--- src/rtl/ir_pulse_meter.sv ---
// ir_pulse_meter: synchronises and deglitches the IR demodulator pin, times
// each constant-level segment in prescaled ticks and queues (level, length)
// events for the frame decoder over a valid/ready handshake.
module ir_pulse_meter #(
    parameter int SYNC_STAGES  = 2,
    parameter int DEGLITCH_CYC = 4,
    parameter int DUR_W        = 12,
    parameter int DEPTH        = 4
) (
    input  logic             wb_clk_i,
    input  logic             wb_rst_i,
    input  logic             ir_i,
    input  logic             invert_i,
    input  logic             enable_i,
    input  logic [15:0]      tick_period_i,
    input  logic             clr_i,
    output logic             pulse_valid_o,
    input  logic             pulse_ready_i,
    output logic             pulse_level_o,
    output logic [DUR_W-1:0] pulse_len_o,
    output logic             pulse_ovf_o,
    output logic             overrun_o,
    output logic             idle_o
);

    localparam int DG_W = $clog2(DEGLITCH_CYC + 1);
    localparam int AW   = $clog2(DEPTH);
    localparam int CW   = $clog2(DEPTH + 1);
    localparam int EW   = DUR_W + 2;
    localparam logic [DUR_W-1:0] LEN_MAX = '1;

    typedef enum logic {ST_IDLE, ST_MEASURE} state_t;

    logic [SYNC_STAGES-1:0] sync_q, sync_d;
    logic                   s;
    logic                   f_q, f_d;
    logic [DG_W-1:0]        dg_q, dg_d;
    logic                   edge_acc;

    logic [15:0]            p_last;
    logic                   tick;
    logic [15:0]            pre_q, pre_d;

    state_t                 state_q, state_d;
    logic [DUR_W-1:0]       len_q, len_d;
    logic                   push;
    logic [EW-1:0]          push_entry;

    logic [EW-1:0]          mem_q [DEPTH];
    logic [EW-1:0]          mem_d [DEPTH];
    logic [AW-1:0]          wr_ptr_q, wr_ptr_d;
    logic [AW-1:0]          rd_ptr_q, rd_ptr_d;
    logic [CW-1:0]          cnt_q, cnt_d;
    logic                   overrun_q, overrun_d;
    logic                   full;
    logic                   pop;
    logic                   do_push;

    // Synchroniser shift and deglitch filter producing the accepted-edge strobe
    always_comb begin
        sync_d   = {sync_q[SYNC_STAGES-2:0], ir_i};
        s        = sync_q[SYNC_STAGES-1] ^ invert_i;
        f_d      = f_q;
        dg_d     = '0;
        edge_acc = 1'b0;
        if (s != f_q) begin
            if (dg_q == DG_W'(DEGLITCH_CYC - 1)) begin
                f_d      = ~f_q;
                edge_acc = 1'b1;
            end else begin
                dg_d = dg_q + DG_W'(1);
            end
        end
    end

    // Tick prescaler, realigned to every accepted edge
    always_comb begin
        p_last = (tick_period_i == 16'd0) ? 16'd0 : tick_period_i - 16'd1;
        // >= keeps the count bounded if the period shrinks mid-count
        tick   = (pre_q >= p_last);
        pre_d  = (edge_acc || tick) ? 16'd0 : pre_q + 16'd1;
    end

    // Segment timer: measures between accepted edges, emits timeout events
    always_comb begin
        state_d    = state_q;
        len_d      = len_q;
        push       = 1'b0;
        push_entry = '0;
        case (state_q)
            ST_IDLE: begin
                len_d = '0;
                if (edge_acc) state_d = ST_MEASURE;
            end
            ST_MEASURE: begin
                if (edge_acc) begin
                    push       = 1'b1;
                    push_entry = {f_q, 1'b0, len_q};
                    len_d      = '0;
                end else if (tick) begin
                    if (len_q == LEN_MAX - DUR_W'(1)) begin
                        push       = 1'b1;
                        push_entry = {f_q, 1'b1, LEN_MAX};
                        len_d      = '0;
                        state_d    = ST_IDLE;
                    end else begin
                        len_d = len_q + DUR_W'(1);
                    end
                end
            end
            default: state_d = ST_IDLE;
        endcase
        if (!enable_i) begin
            state_d = ST_IDLE;
            len_d   = '0;
            push    = 1'b0;
        end
    end

    // Event FIFO: same-cycle pop frees a slot for a push; clr wins over all
    always_comb begin
        full      = (cnt_q == CW'(DEPTH));
        pop       = (cnt_q != '0) && pulse_ready_i;
        do_push   = push && (!full || pop);
        mem_d     = mem_q;
        wr_ptr_d  = wr_ptr_q;
        rd_ptr_d  = rd_ptr_q;
        cnt_d     = cnt_q;
        overrun_d = overrun_q;
        if (clr_i) begin
            wr_ptr_d  = '0;
            rd_ptr_d  = '0;
            cnt_d     = '0;
            overrun_d = 1'b0;
        end else begin
            if (push && full && !pop) overrun_d = 1'b1;
            if (do_push) begin
                mem_d[wr_ptr_q] = push_entry;
                wr_ptr_d        = wr_ptr_q + AW'(1);
            end
            if (pop) rd_ptr_d = rd_ptr_q + AW'(1);
            if (do_push && !pop) cnt_d = cnt_q + CW'(1);
            else if (!do_push && pop) cnt_d = cnt_q - CW'(1);
        end
    end

    // State registers with synchronous reset
    always_ff @(posedge wb_clk_i) begin
        if (wb_rst_i) begin
            sync_q    <= '0;
            f_q       <= 1'b0;
            dg_q      <= '0;
            pre_q     <= '0;
            state_q   <= ST_IDLE;
            len_q     <= '0;
            mem_q     <= '{default: '0};
            wr_ptr_q  <= '0;
            rd_ptr_q  <= '0;
            cnt_q     <= '0;
            overrun_q <= 1'b0;
        end else begin
            sync_q    <= sync_d;
            f_q       <= f_d;
            dg_q      <= dg_d;
            pre_q     <= pre_d;
            state_q   <= state_d;
            len_q     <= len_d;
            mem_q     <= mem_d;
            wr_ptr_q  <= wr_ptr_d;
            rd_ptr_q  <= rd_ptr_d;
            cnt_q     <= cnt_d;
            overrun_q <= overrun_d;
        end
    end

    assign pulse_valid_o = (cnt_q != '0);
    assign {pulse_level_o, pulse_ovf_o, pulse_len_o} = mem_q[rd_ptr_q];
    assign overrun_o     = overrun_q;
    assign idle_o        = (state_q == ST_IDLE);

endmodule

--- config.mk ---
export PLATFORM = sky130hd
export DESIGN_NAME = ir_pulse_meter
export DESIGN_NICKNAME = d
export VERILOG_FILES = /design/src/rtl/ir_pulse_meter.sv
export SDC_FILE = /design/constraint.sdc
export NUM_CORES = 1
export LEC_CHECK = 0
export ABC_CLOCK_PERIOD_IN_PS = 9500
export CAP_MARGIN = 20
export CORE_MARGIN = 1.5
export CORE_UTILIZATION = 63
export CTS_CLUSTER_DIAMETER = 40
export DETAILED_ROUTE_END_ITERATION = 6
export PLACE_DENSITY = 0.93
export SLEW_MARGIN = 20
export SYNTH_ARGS = -nofsm -noshare
export SYNTH_HDL_FRONTEND = slang
export SYNTH_SLANG_ARGS = --single-unit
--- constraint.sdc ---
create_clock -name wb_clk_i -period 9.5 [get_ports wb_clk_i]
set_clock_uncertainty 0.05 [all_clocks]
set_input_delay 1.9 -clock wb_clk_i [delete_from_list [all_inputs] [get_ports wb_clk_i]]
set_output_delay 1.9 -clock wb_clk_i [all_outputs]
set_load 0.01 [all_outputs]
[Word level (Yosys, flattened, before mapping)]
Index checks and enable logic that the tools add are counted.
Storage, ports and cells
  input port bits: 23
  flip-flop bits (word level): 99
  output and inout port bits: 17
  logic and storage cells: 89
Cells by class
  muxes and demuxes: 29
  $lt $le $gt $ge: 4
  add/subtract/negate cells: 8
  bitwise operators: 8
  reductions and logical operators: 21
  equal/unequal tests: 5
Operator list (number)
  $mux W14: 7
  $bwmux W56: 1
  $mux W12: 3
  $bmux W14 S2: 1
  $demux W14 S2: 1
  $pmux W12 S2: 1
  $add A16 B1 Y16 const B: 1
  $ge A16 B16 Y1: 1
  $logic_not A16 Y1: 1
  $mux W16: 1
  $sub A16 B1 Y16 const B: 1
  $add A12 B1 Y12 const B: 1
  $eq A12 B12 Y1 const B: 1
  $mux W1: 11
  $logic_and A1 B1 Y1: 7
  $add A3 B1 Y3 const B: 2
  $ge A3 B3 Y1 const B: 2
  $mux W3: 2
  $not A2 Y3: 2
  $reduce_or A2 Y1: 3
  $not A1 Y1: 5
  $add A2 B1 Y2 const B: 2
  $reduce_and A2 Y1: 2
  $eq A3 B2 Y1 const B: 1
  12 further kinds: 15

[Depth between registers and ports, before layout]
Gate-level depths: netlist (run 1).
  word-level depth: 12
  depth in mapped cells: 21
  mapped depth without buffers: 18

[Least setup slack after synthesis (run 1)]
OpenSTA, ideal clock, no wires.
  path kind: input -> register
  from: input port tick_period_i[4]
  to: register cnt_q[2]
  buffers on the path: 4
  library setup time: 70 ps
  slack: 3178 ps
  data required time: 9380 ps
  data arrival time: 6202 ps
  stages: 21
  path through: or3_1 -> nor3_1 -> nand2_1 -> or4_1 -> clkbuf_1 -> clkbuf_1 -> nand2_1 -> ha_1 -> a211oi_2 -> nor2_1 -> or4_4 -> or3_1 -> buf_6 -> buf_8 -> and2_4 -> ha_1 -> inv_1 -> fa_1 -> xor2_1 -> or3_1 -> a21oi_1
On the way
  word-level cells in the longest chain between the ends: 11
  elaborated cells between the ends (all ways): 14
  classes of those cells: 1 x add/sub; 1 x order compare; 6 x mux; 6 x reduce/logical
RTL lines
  from (decl): line 15  | input logic [15:0] tick_period_i,
  $sub A16 B1 Y16 or $logic_not A16 Y1 (tied branches): line 78  | p_last = (tick_period_i == 16'd0) ? 16'd0 : tick_period_i - 16'd1;
  $mux W16 (*): line 78
  $ge A16 B16 Y1 (*): line 80  | tick = (pre_q >= p_last);
  $mux W1 (*): line 100  | end else if (tick) begin
  $mux W1 (*): line 96  | if (edge_acc) begin
  $mux W1 (*): line 90  | case (state_q)
  $mux W1 (*): line 113  | if (!enable_i) begin
  $logic_and A1 B1 Y1 (*): line 124  | do_push = push && (!full || pop);
  named net do_push: line 57  | logic do_push;
  $logic_not A1 Y1: line 143  | else if (!do_push && pop) cnt_d = cnt_q - CW'(1);
  $logic_and A1 B1 Y1: line 143
  $reduce_bool A2 Y1 (no line)
  to (signal assigned): line 171  | cnt_q <= cnt_d;
  to (decl): line 53  | logic [CW-1:0] cnt_q, cnt_d;
Mark *: on every way through the listed nets, which the timed path passes. The rest lies on a longest branch.
A chain may end at the register's enable or synchronous reset.

[Worst setup path after layout (run 1)]
Ends and elaborated chain as after synthesis.

==> flow_summary.toml, run 1 <==
[power]
power_density_mw_per_mm2 = 121
finalPower_mw = 0.716
peakVddDrop_v = 0.000103
leakage_nw = 2.67

[die]
fp.dieH_um = 95.2
floorplan.die_area_mm2 = 0.00907
core_area_mm2 = 0.00822
die_w_um = 95.2
io_pins = 40
placementRows = 33
initial_utilization = 0.652

[clocking]
numCtsBuffers = 9
hold_buffers = 0
postCtsSetupBuffers = 0
post_cts_resized = 0
cts.sinks = 99
cts_buffer_depth = 2
htreeDepth = 3
clock_latency_ns = 0.37
clkTransAtPathRegs_ns = 0.09
cts_tree = "done"
clockRootBuffer = "clkbuf_8"

[timing]
timing_hold_violations_final = 0
max_freq_ghz = 0.143
finalWorstSetupSlack_ns = 2.52
final_max_slew_viol_count = 0
rsz0062_at_grt = "false"
relSlewSlack = 0.379
fin_crit_sh = 0.734
holdWs_ns = 0.380
period_minus_slack_ns = 6.98
tightestPinTransition_ns = 0.927
setup_viol = 0
tns_ns = 0

[synthesis]
synth_top_area_frac = 0.370
syn-cell-area_mm2 = 0.00536
synth_compound_area_frac = 0.0721
syn_nets = 615
synth_edf_count = 0
synthArstFlopShare = 0
synth_seq_area_share = 0.370
synthSimpleGateAreaFrac = 0.218
synth_xor_area_frac = 0.0551
synth_area_per_cell_um2 = 9.52
synth_seq_cells = 99
synth_top_flop_cell = "dfxtp_1"
synthCells = 563
synthAdderAreaFrac = 0.0691
synthTopCellsByCount = "99 x dfxtp_1, 87 x nand2_1, 50 x mux2i_1"
synth_mux_area_frac = 0.169
yosys-top-cells-area = "dfxtp_1 37%, mux2i_1 9.3%, ha_1 6.5%"
synth_top_cell_by_area = "dfxtp_1"
synth.distinct_cells = 56
yosysMostFrequentCell = "dfxtp_1"
yosys_warnings = 0
synth_top_family_by_area = "simple AND/OR/NAND/NOR gates"

[route]
drt_iter0_markers = 244
num_vias = 4263
vias_per_cell = 6.13
ant_nets = 0
drc = 0
drtPass1Iterations = 5
routed_wl_um = 11500
wl_per_cell_um = 16.5

[placed_design]
portBuffers = 39
dp_slack_ns = 2.22
gp_congestion = 0.890
dp_hpwl_um = 8100
dpl_cell_area_mm2 = 0.00572
dp_cells = 679

[setup_path]
cp_data_arrival_time_ns = 7.22
path_max_fanout = 22
crit_path_end_kind = "flip-flop"
reg2reg_from = "f_q"
required_ns = 9.75
startpoint = "tick_period_i[4]"
cp-start-kind = "primary input"
critPathKind = "in -> reg"

[layout]
nets = 637
syn_to_final_growth_pct = 10.2
seq_area_mm2 = 0.00198
design_area_mm2 = 0.00591
stdcell_count = 695
antenna_cells = 0
multi_input_area_mm2 = 0.00313
post-route-util = 0.719
fill_cells = 559
drive_above_1_share = 0.0983

[grt]
antenna_found_initial = 0
grt_util_all_layers = 0.268
grt_max_degree = 50
grt_pass1_vias = 4222
grt_pass1_wl_um = 19000
grt_overflow_total = 0

[worst_hold_path]
min_from = "dg_q[0]"
min_path_type = "reg -> reg"

[status]
status = "finished clean"

[job]
drv_cap = 0
-- registers in the layout, summed over array words and instances (netlist names) --
| register | flops |
|---|---|
| mem_q | 56 |
| pre_q | 16 |
| len_q | 12 |
| cnt_q | 3 |
| dg_q | 3 |
| rd_ptr_q | 2 |
| sync_q | 2 |
| wr_ptr_q | 2 |
| f_q | 1 |
| overrun_o | 1 |
| state_q | 1 |
-- placed cells by master (no fill, tap or decap), types with 3 or more instances in the layout --
master	netlist	final
nor3b_1	3	3
and3_1	6	6
ha_1	28	28
xor2_1	20	20
dfxtp_1	99	98
o21ai_0	9	9
nand4_1	8	8
clkdlybuf4s50_1	0	39
nor3_1	5	5
nor2b_1	11	11
o31ai_1	6	6
nand3_1	21	21
buf_4	3	3
nor2_1	44	44
or4_1	6	6
nand4b_4	4	4
inv_1	16	16
and2_1	3	3
or3_1	8	8
mux2i_1	50	50
clkbuf_8	0	11
nand2_1	87	87
xnor2_1	11	11
a21o_1	10	10
mux2_2	8	8
mux4_2	14	14
a21oi_1	17	17
a31oi_1	3	3
nand2b_1	6	6
or2_2	3	3
-- final timing paths --
kind	to	slack [ns]	depth (start not counted)
max	cnt_q[2]	2.52	19
min	dg_q[0]	0.38	1
max reg2reg	cnt_q[2]	5.77	11
min reg2reg	dg_q[0]	0.38	1
-- area by class of cell --
| class | count | share of cell area |
|---|---|---|
| clock buffers | 11 | 0.0256 |
| clock inverters | 5 | 0.00593 |
| inverters | 16 | 0.0102 |
| multi-input cells | 417 | 0.530 |
| flip-flops and latches | 99 | 0.336 |
| well taps | 105 | 0.0222 |
| repair buffers | 42 | 0.0699 |
-- cell families (layout without fill, tap and decap cells) --
group / count (synthesis) / count (layout)
AO/OA/AOI/OAI: 57 / 57
buffers and inverters: 47 / 74
flip-flops: 99 / 99
multiplexers: 72 / 72
AND/OR/NAND/NOR: 227 / 227
XOR/XNOR: 32 / 32
adder cells (fa/ha/maj): 29 / 29
-- report_power, final --
group | switching (mW) | total, mW | internal (mW)
clock network | 0.145 | 0.255 | 0.111
registers | 0.00212 | 0.419 | 0.417
logic | 0.0217 | 0.0413 | 0.0196
total | 0.169 | 0.716 | 0.547
-- worst max-delay path, stage by stage --
cell             delay (ns)
clkdlybuf4s50_1        0.45
or3_1                  0.41
nor3_1                 0.39
nand2_1                0.09
or4_1                  0.72
and2_1                 0.27
ha_1                   0.26
nand2b_1               0.14
a2111oi_0              0.59
o32ai_2                0.22
or3_1                  0.34
buf_4                  0.23
and2_4                 0.18
ha_1                   0.20
inv_1                  0.08
fa_1                   0.18
xor2_1                 0.07
or3_1                  0.31
a21oi_1                0.16
-- routing by layer --
metal,up-vias,global-route usage,share of wire
met2,146,0.474,0.52
li1,2022,-,-
met3,36,0.0558,0.041
met5,-,0,0
met4,0,0.122,0.028
met1,2059,0.309,0.41
(Power assumes the default switching activity.)
==> inputs of run 2 (changes only) <==
- ABC_CLOCK_PERIOD_IN_PS: 9500 -> 7040
- CORE_UTILIZATION: 63 -> 59
- PLACE_DENSITY: 0.93 -> 0.88
- clock period: 9.5 -> 7.04 ns (I/O delays scaled with it)
==> run 2 against run 1 <==
  * Sequential power increased by 35%
  * Power rose by 39%
  * Hold slack worse by 0.0058 ns
  * Sequential share of layout area shrank 0.24 points
  * Global-route usage shrank 2.8 points
  * Critical path depth decreased by 1
  * Die area grew 6.6%
  * Final cell count grew 0.58%
==> flow_summary.toml, run 2 (synthesis gave the netlist of run 1 again) <==
[timing]
tightestPinTransition_ns = 0.958
holdWs_ns = 0.374
timing_hold_violations_final = 0
tns_ns = 0
final_max_slew_viol_count = 0
relSlewSlack = 0.359
rsz0062_at_grt = "false"
max_freq_ghz = 0.162
fin_crit_sh = 0.878
setup_viol = 0
period_minus_slack_ns = 6.18
finalWorstSetupSlack_ns = 0.858

[grt]
gr-usage-met2 = 0.424
antenna_found_initial = 0
grt_busiest_layer = "met2"
grt_util_met3 = 0.0444
grt.met1_usage = 0.291
grt_util_all_layers = 0.240
grt_max_degree = 50
grt_overflow_total = 0
grt_pass1_vias = 4115
grt_pass1_wl_um = 18800

[setup_path]
cp_data_arrival_time_ns = 6.45
cp-start-kind = "primary input"
path_max_fanout = 16
path_delay_family = "simple AND/OR/NAND/NOR gates"
crit_slowest_cell = "or4_1"
timing.critical_path.buf_inv = 2
required_ns = 7.31
crit_path_end_kind = "flip-flop"
crit_path_frequent_cell = "or3_1"
max_stage_delay_ns = 0.72
cp_cell_sequence = "clkdlybuf4s50_1 -> or3_1 -> nor3_1 -> nand2_1 -> or4_1 -> and2_1 -> ha_1 -> nand2b_1 -> a2111oi_0 -> o32ai_2 -> or3_1 -> and2_4 -> ha_1 -> inv_1 -> fa_1 -> xor2_1 -> or3_1 -> a21oi_1"
critPathKind = "in -> reg"

[layout]
syn_to_final_growth_pct = 10.9
drive_above_1_share = 0.0981
antenna_cells = 0
nets = 638
post-route-util = 0.679
largest_reg_flops = 56
reg_top3 = "mem_q (56), pre_q (16), len_q (12)"
max_flop_register = "mem_q"
mostFrequentLayoutCells = "99 x dfxtp_1, 87 x nand2_1, 50 x mux2i_1"
design_area_mm2 = 0.00595
layout_commonest_cell = "dfxtp_1"
stdcell_count = 699

[die]
placementRows = 34
io_pins = 40
initial_utilization = 0.612
floorplan.die_area_mm2 = 0.00967
die_w_um = 98.3
core_area_mm2 = 0.00876
fp.dieH_um = 98.3

[placed_design]
dp_hpwl_um = 7790
gp_congestion = 0.886
dp_cells = 682
portBuffers = 39
dpl_cell_area_mm2 = 0.00572
dp_slack_ns = 0.510

[clocking]
postCtsSetupBuffers = 0
cts_buffer_depth = 2
post_cts_resized = 0
cts_tree = "done"
clockRootBuffer = "clkbuf_8"
numCtsBuffers = 9
clock_latency_ns = 0.38
hold_buffers = 0
htreeDepth = 3
clkTransAtPathRegs_ns = 0.10
cts.sinks = 99

[route]
vias_per_cell = 5.84
routed_wl_um = 10800
drtPass1Iterations = 5
num_vias = 4084
wl_per_cell_um = 15.5
drt_iter0_markers = 235
ant_nets = 0
drc = 0

[worst_hold_path]
min_path_type = "reg -> reg"

[job]
drv_cap = 0

[power]
leakage_nw = 2.68
peakVddDrop_v = 0.000120
power_density_mw_per_mm2 = 167
finalPower_mw = 0.994

[status]
status = "finished clean"
## run 2: area by class of cell
type                       instances  area [um2]
clock buffer                       9         124
clock inverter                     7        83.8
fill                             673        2820
inverter                          16        60.1
multi-input combinational        417        3130
sequential                        99        1980
tap                              108         135
timing repair buffer              43         428
## run 2: per-layer routing
layer  routed length, um  share of wire
met1                4560           0.42
met5                   0              0
met4                 177          0.016
met3                 400          0.037
met2                5690           0.53
## run 2: path summary, 6_finish.rpt
path	startpoint	endpoint	slack, ns	cells after the start
setup reg to reg	f_q	cnt_q[2]	3.41	11
hold reg to reg	dg_q[0]	dg_q[0]	0.37	1
hold / removal	dg_q[0]	dg_q[0]	0.37	1
setup / recovery	tick_period_i[4]	cnt_q[2]	0.86	18
## run 2: power breakdown
part           switching [mW]  total (mW)  internal [mW]
Clock                   0.203       0.373          0.170
Sequential            0.00283       0.566          0.563
Combinational          0.0285      0.0548         0.0263
## run 2: worst reg2reg max path, stage by stage, from the launching register on
cell and delay [ns]:
dfxtp_1 0.34, xor3_1 0.43, and2_1 0.61, o211ai_1 0.32, nor2_4 0.36, and2_4 0.22, ha_1 0.17, inv_1 0.06
fa_1 0.37, xor2_1 0.17, or3_1 0.32, a21oi_1 0.15
==> inputs of run 3 (changes only) <==
- RECOVER_POWER: not set -> 100
- TNS_END_PERCENT: not set -> 30
==> run 3 against run 2 <==
  * Maximum frequency fell by 4.4%
  * Largest cell class unchanged
  * First-iteration DRC count fell by 0.85%
  * Combinational power fell by 1%
  * Register-to-register slack improved by 0.05 ns
  * Highest routed layer unchanged
  * Largest power group unchanged
  * Sequential power barely moved
==> flow_summary.toml, run 3 (synthesis gave the netlist of run 1 again) <==
[setup_path]
crit_path_end_kind = "flip-flop"
crit_path_frequent_cell = "or3_1"
reg2reg_setup_slack_ns = 3.46
crit_slowest_cell = "or4_1"
cp_cell_sequence = "dlygate4sd3_1 -> or3_1 -> nor3_1 -> nand2_1 -> or4_1 -> a21bo_2 -> ha_1 -> nand4_1 -> a211o_1 -> o32ai_1 -> or3_1 -> buf_4 -> nand4b_2 -> mux2_2"
critPathKind = "in -> reg"
cp_data_arrival_time_ns = 6.68
path_max_fanout = 21
required_ns = 7.25
cp-start-kind = "primary input"
max_stage_delay_ns = 0.72

[grt]
grt_pass1_vias = 4115
grt_max_degree = 50
grt_overflow_total = 0
grt_util_all_layers = 0.240
grt_pass1_wl_um = 18800
antenna_found_initial = 0

[die]
fp.dieH_um = 98.3
io_pins = 40
die_w_um = 98.3
core_area_mm2 = 0.00876
floorplan.die_area_mm2 = 0.00967
placementRows = 34
initial_utilization = 0.612

[placed_design]
dp_cells = 682
gp_congestion = 0.886
dp_hpwl_um = 7790
dpl_cell_area_mm2 = 0.00572
portBuffers = 39

[power]
p_sw_frac = 0.236
seqPwrFrac = 0.570
p_int_mw = 0.759
power_density_mw_per_mm2 = 168
clockPowerShare = 0.376
peakVddDrop_v = 0.000120
pwr-share-comb = 0.054
leakage_nw = 2.70
switchingPower_mw = 0.234
finalPower_mw = 0.993

[clocking]
htreeDepth = 3
cts_tree = "done"
numCtsBuffers = 9
clkTransAtPathRegs_ns = 0.09
clockRootBuffer = "clkbuf_8"
postCtsSetupBuffers = 0
cts.sinks = 99
cts_buffer_depth = 2
hold_buffers = 0
post_cts_resized = 0
clock_latency_ns = 0.38

[timing]
timing_hold_violations_final = 0
rsz0062_at_grt = "false"
max_freq_ghz = 0.155
setup_viol = 0
holdWs_ns = 0.374
period_minus_slack_ns = 6.47
relSlewSlack = 0.363
tightestPinTransition_ns = 0.953
final_max_slew_viol_count = 0
tns_ns = 0
fin_crit_sh = 0.919

[layout]
fill_cells = 676
max_flop_register = "mem_q"
layout_commonest_cell = "dfxtp_1"
reg_top3 = "mem_q (56), pre_q (16), len_q (12)"
drive_above_1_share = 0.0914
nets = 638
antenna_cells = 0
syn_to_final_growth_pct = 10.4
mostFrequentLayoutCells = "99 x dfxtp_1, 87 x nand2_1, 50 x mux2i_1"
stdcell_count = 699
largest_reg_flops = 56
design_area_mm2 = 0.00592

[status]
status = "finished clean"

[route]
drc = 0
wl_per_cell_um = 15.4
num_vias = 4051
vias_per_cell = 5.80
drt_iter0_markers = 233
ant_nets = 0
routed_wl_um = 10800
drtPass1Iterations = 4

[worst_hold_path]
min_path_type = "reg -> reg"

[job]
drv_cap = 0
## run 3: final timing paths
path               end  cells past startpoint             start
min            dg_q[0]                      1           dg_q[0]
max reg2reg   cnt_q[2]                     11               f_q
min reg2reg    dg_q[0]                      1           dg_q[0]
max          mem_q[22]                     14  tick_period_i[4]
## run 3: critical path: cells and delay by family
| family | cells | cell delay, ns |
|---|---|---|
| AOI/OAI and AO/OA | 3 | 1.17 |
| muxes | 1 | 0.50 |
| buffers and inverters | 2 | 0.86 |
| and+or+nand+nor | 7 | 2.57 |
| adders and majority gates | 1 | 0.14 |
## run 3: per-stage QoR
step,utilization,setup slack (ns)
finish,0.675,0.570
global route,0.675,0.326
detailed placement,0.653,0.510
global placement,0.653,0.788
CTS,0.677,0.912
floorplan,-,1.21
## run 3: power by group through the flow
stage                     clock network, mW  logic, mW  registers [mW]
after floorplan                           0     0.0321           0.578
final                                 0.373     0.0540           0.566
after detailed placement                  0     0.0545           0.579
after global placement                    0     0.0518           0.578
after CTS                             0.383     0.0548           0.566
after global routing                  0.406     0.0605           0.566
## run 3: final cells by class
cell class,count,area [um2],area share
tap,108,135,0.0228
clock inverter,7,83.8,0.0142
multi-input combinational,417,3120,0.527
timing repair buffer,43,413,0.0698
clock buffer,9,124,0.0209
inverter,16,60.1,0.0102
sequential,99,1980,0.335
## run 3: metal layers
| metal | global-route usage | vias to the layer above | routed length (um) |
|---|---|---|---|
| li1 | - | 2028 | - |
| met1 | 0.291 | 1931 | 4550 |
| met2 | 0.424 | 72 | 5610 |
| met3 | 0.0444 | 20 | 439 |
| met4 | 0.0845 | 0 | 194 |
| met5 | 0 | - | 0 |
==> RTL edit (settings of run 1) <==
Change the parameter `DEPTH` from 4 to 2.
--- a/src/rtl/ir_pulse_meter.sv
+++ b/src/rtl/ir_pulse_meter.sv
@@ -5,7 +5,7 @@
     parameter int SYNC_STAGES  = 2,
     parameter int DEGLITCH_CYC = 4,
     parameter int DUR_W        = 12,
-    parameter int DEPTH        = 4
+    parameter int DEPTH        = 2
 ) (
     input  logic             wb_clk_i,
     input  logic             wb_rst_i,
Function: same outputs for any inputs over 10 cycles, from zero or initial values and one cycle with wb_rst_i high; that may be too few to reach the edited logic, so the function may still have changed.
==> RTL edit against run 1 <==
- global-route usage grew 1.0 points
- area after synthesis shrank 28%
- total power shrank 19%
- setup slack gained 670 ps
- largest power group unchanged
- wire length shrank 24%
- sequential cell count shrank 31
- fmax grew 11%
- cell area shrank 24%
- critical endpoint is now cnt_q[1]
==> RTL edit: results (changes against run 1) <==
The flow ran to the end, and the final reports show no timing, DRC or antenna violations. By area the synthesized netlist is led by sky130_fd_sc_hd__dfxtp_1 35%, sky130_fd_sc_hd__ha_1 7.7%, sky130_fd_sc_hd__mux2i_1 6.7%. The logs give 6390 um (-21%) for the estimated wirelength of the detail-placed design and 4670 um (-22%) for the total met2 wirelength after detailed routing.

Later-pin clock latency in the skew report: 350 ps (-20 ps). Routed signal wires occupy layers up through met4. The largest fanout on the critical path was 16 (-27%). The post-route met1 wirelength came out at 3490 um (-26%). The cell depth of the worst flop-to-flop path is 10 (-1). The arrival time at the worst endpoint is 6540 ps (-680 ps).

For the standby leakage power, the log shows 0.00163 uW (-39%). The overall fraction of global-route tracks in use was 27.8% (+1.0 points); the area fraction in compound gates after synthesis was 10.2% (+3.0 points). The commonest cells after synthesis are 69 x sky130_fd_sc_hd__nand2_1, 68 x sky130_fd_sc_hd__dfxtp_1, 39 x sky130_fd_sc_hd__nor2_1. Routability congestion estimate from global placement: 0.889 (-0.10%). The final layout net count is 526 (-17%), and the wire length after detailed routing is 8770 um (-24%). The run gives 490 (-20%) as the net count after synthesis. The largest registers in the layout are mem_q: 28 flops, pre_q: 16 flops, len_q: 12 flops. The tools report the sequential share of the synthesized area as 35.1% (-1.9 points). The tools report the startpoint of the most critical register-to-register path as pre_q[0]. The share of layout cells above drive strength 1 is 9.71% (-0.12 points), and the final-layout fill cell count is 407 (-27%). The post-synthesis mux area share was 11.4% (-5.5 points); the area share of fa/ha/maj cells after synthesis was 7.74% (+0.84 points). The clock transition at the registers of the reported paths works out to 70 ps (-20 ps). The vias after detailed routing is 3307 (-22%), and the share of synthesized flip-flops with an asynchronous set or reset is 0% (unchanged). The wire length of the first global-routing pass came out at 14000 um (-26%). The worst hold path endpoint was dg_q[0]. The tools report the wire length on met3 as 422 um (-11%).

The capturing point of the worst reg2reg path was cnt_q[1]. The run gives 37.0% (-0.90 points) as the remaining max-slew budget at the tightest pin. The number of DRC markers after the initial detailed-route iteration is 213 (-13%). The setup slack of the most critical reg-to-reg path is 6360 ps (+590 ps). For the largest vdd supply drop, the log shows 101 uV (-2.1%).

The number of distinct standard cells referenced by the synthesized netlist came out at 58 (+3.6%). The xor and xnor area share after synthesis came out at 8.10% (+2.6 points). The number of global-route vias before repair is 3186 (-25%), and the maximum number of pins on one net before global-route repair is 32 (-36%). For the detailed-routing iteration count for the pre-antenna-repair pass, the log shows 4 (-1).
RTL edit: worst max path at each step:
stage                     startpoint       end  slack, ps
global placement    tick_period_i[5]  cnt_q[1]       3070
detailed placement  tick_period_i[4]  cnt_q[1]       2900
finish              tick_period_i[4]  cnt_q[1]       3200
CTS                 tick_period_i[4]  cnt_q[1]       3230
global route        tick_period_i[4]  cnt_q[1]       2870
floorplan           tick_period_i[5]  cnt_q[1]       4360
RTL edit: where the power goes:
group          internal, uW  total, uW  switching (uW)
Combinational          19.6       39.9            20.3
Clock                   136        249             113
Sequential              287        289            2.01
RTL edit: stage by stage:
step	instances	hold slack, ps	utilization [%]	worst slack, ps	cell area, um^2
6_report	559	379	76.1	3200	4500
3_5_place_dp	542	380	72.3	2900	4280
3_3_place_gp	542	358	72.3	3070	4280
2_1_floorplan	443	349	-	4360	3880
5_1_grt	559	400	76.1	2870	4500
4_1_cts	558	389	75.9	3230	4490
RTL edit: critical path: stages:
cell and delay (ps):
sky130_fd_sc_hd__clkdlybuf4s50_1 450, sky130_fd_sc_hd__nor4_1 610, sky130_fd_sc_hd__nand4_1 620, sky130_fd_sc_hd__and2_1 380, sky130_fd_sc_hd__ha_1 260, sky130_fd_sc_hd__nand2b_1 140, sky130_fd_sc_hd__a2111o_1 410, sky130_fd_sc_hd__a31oi_2 550
sky130_fd_sc_hd__and2_4 300, sky130_fd_sc_hd__nor2_1 60, sky130_fd_sc_hd__ha_1 310, sky130_fd_sc_hd__or3_1 370, sky130_fd_sc_hd__a21oi_1 150
RTL edit: cells by family (layout without fill, tap and decap cells):
group,count (synthesis),count (layout)
AO/OA/AOI/OAI,64,64
AND/OR/NAND/NOR,182,182
adder cells (fa/ha/maj),24,24
XOR/XNOR,35,35
flip-flops,68,68
buffers and inverters,29,70
multiplexers,41,41
RTL edit: final cells by class:
type	count	area share, %
multi-input combinational	346	52.9
sequential	68	30.2
timing repair buffer	40	8.92
clock buffer	11	3.36
tap	75	2.08
clock inverter	5	1.31
inverter	14	1.17
RTL edit: metal layers:
metal	vias up	global-route usage, %
li1	1616	-
met1	1566	29.5
met2	105	53.0
met3	20	6.33
met4	0	10.3
met5	-	0
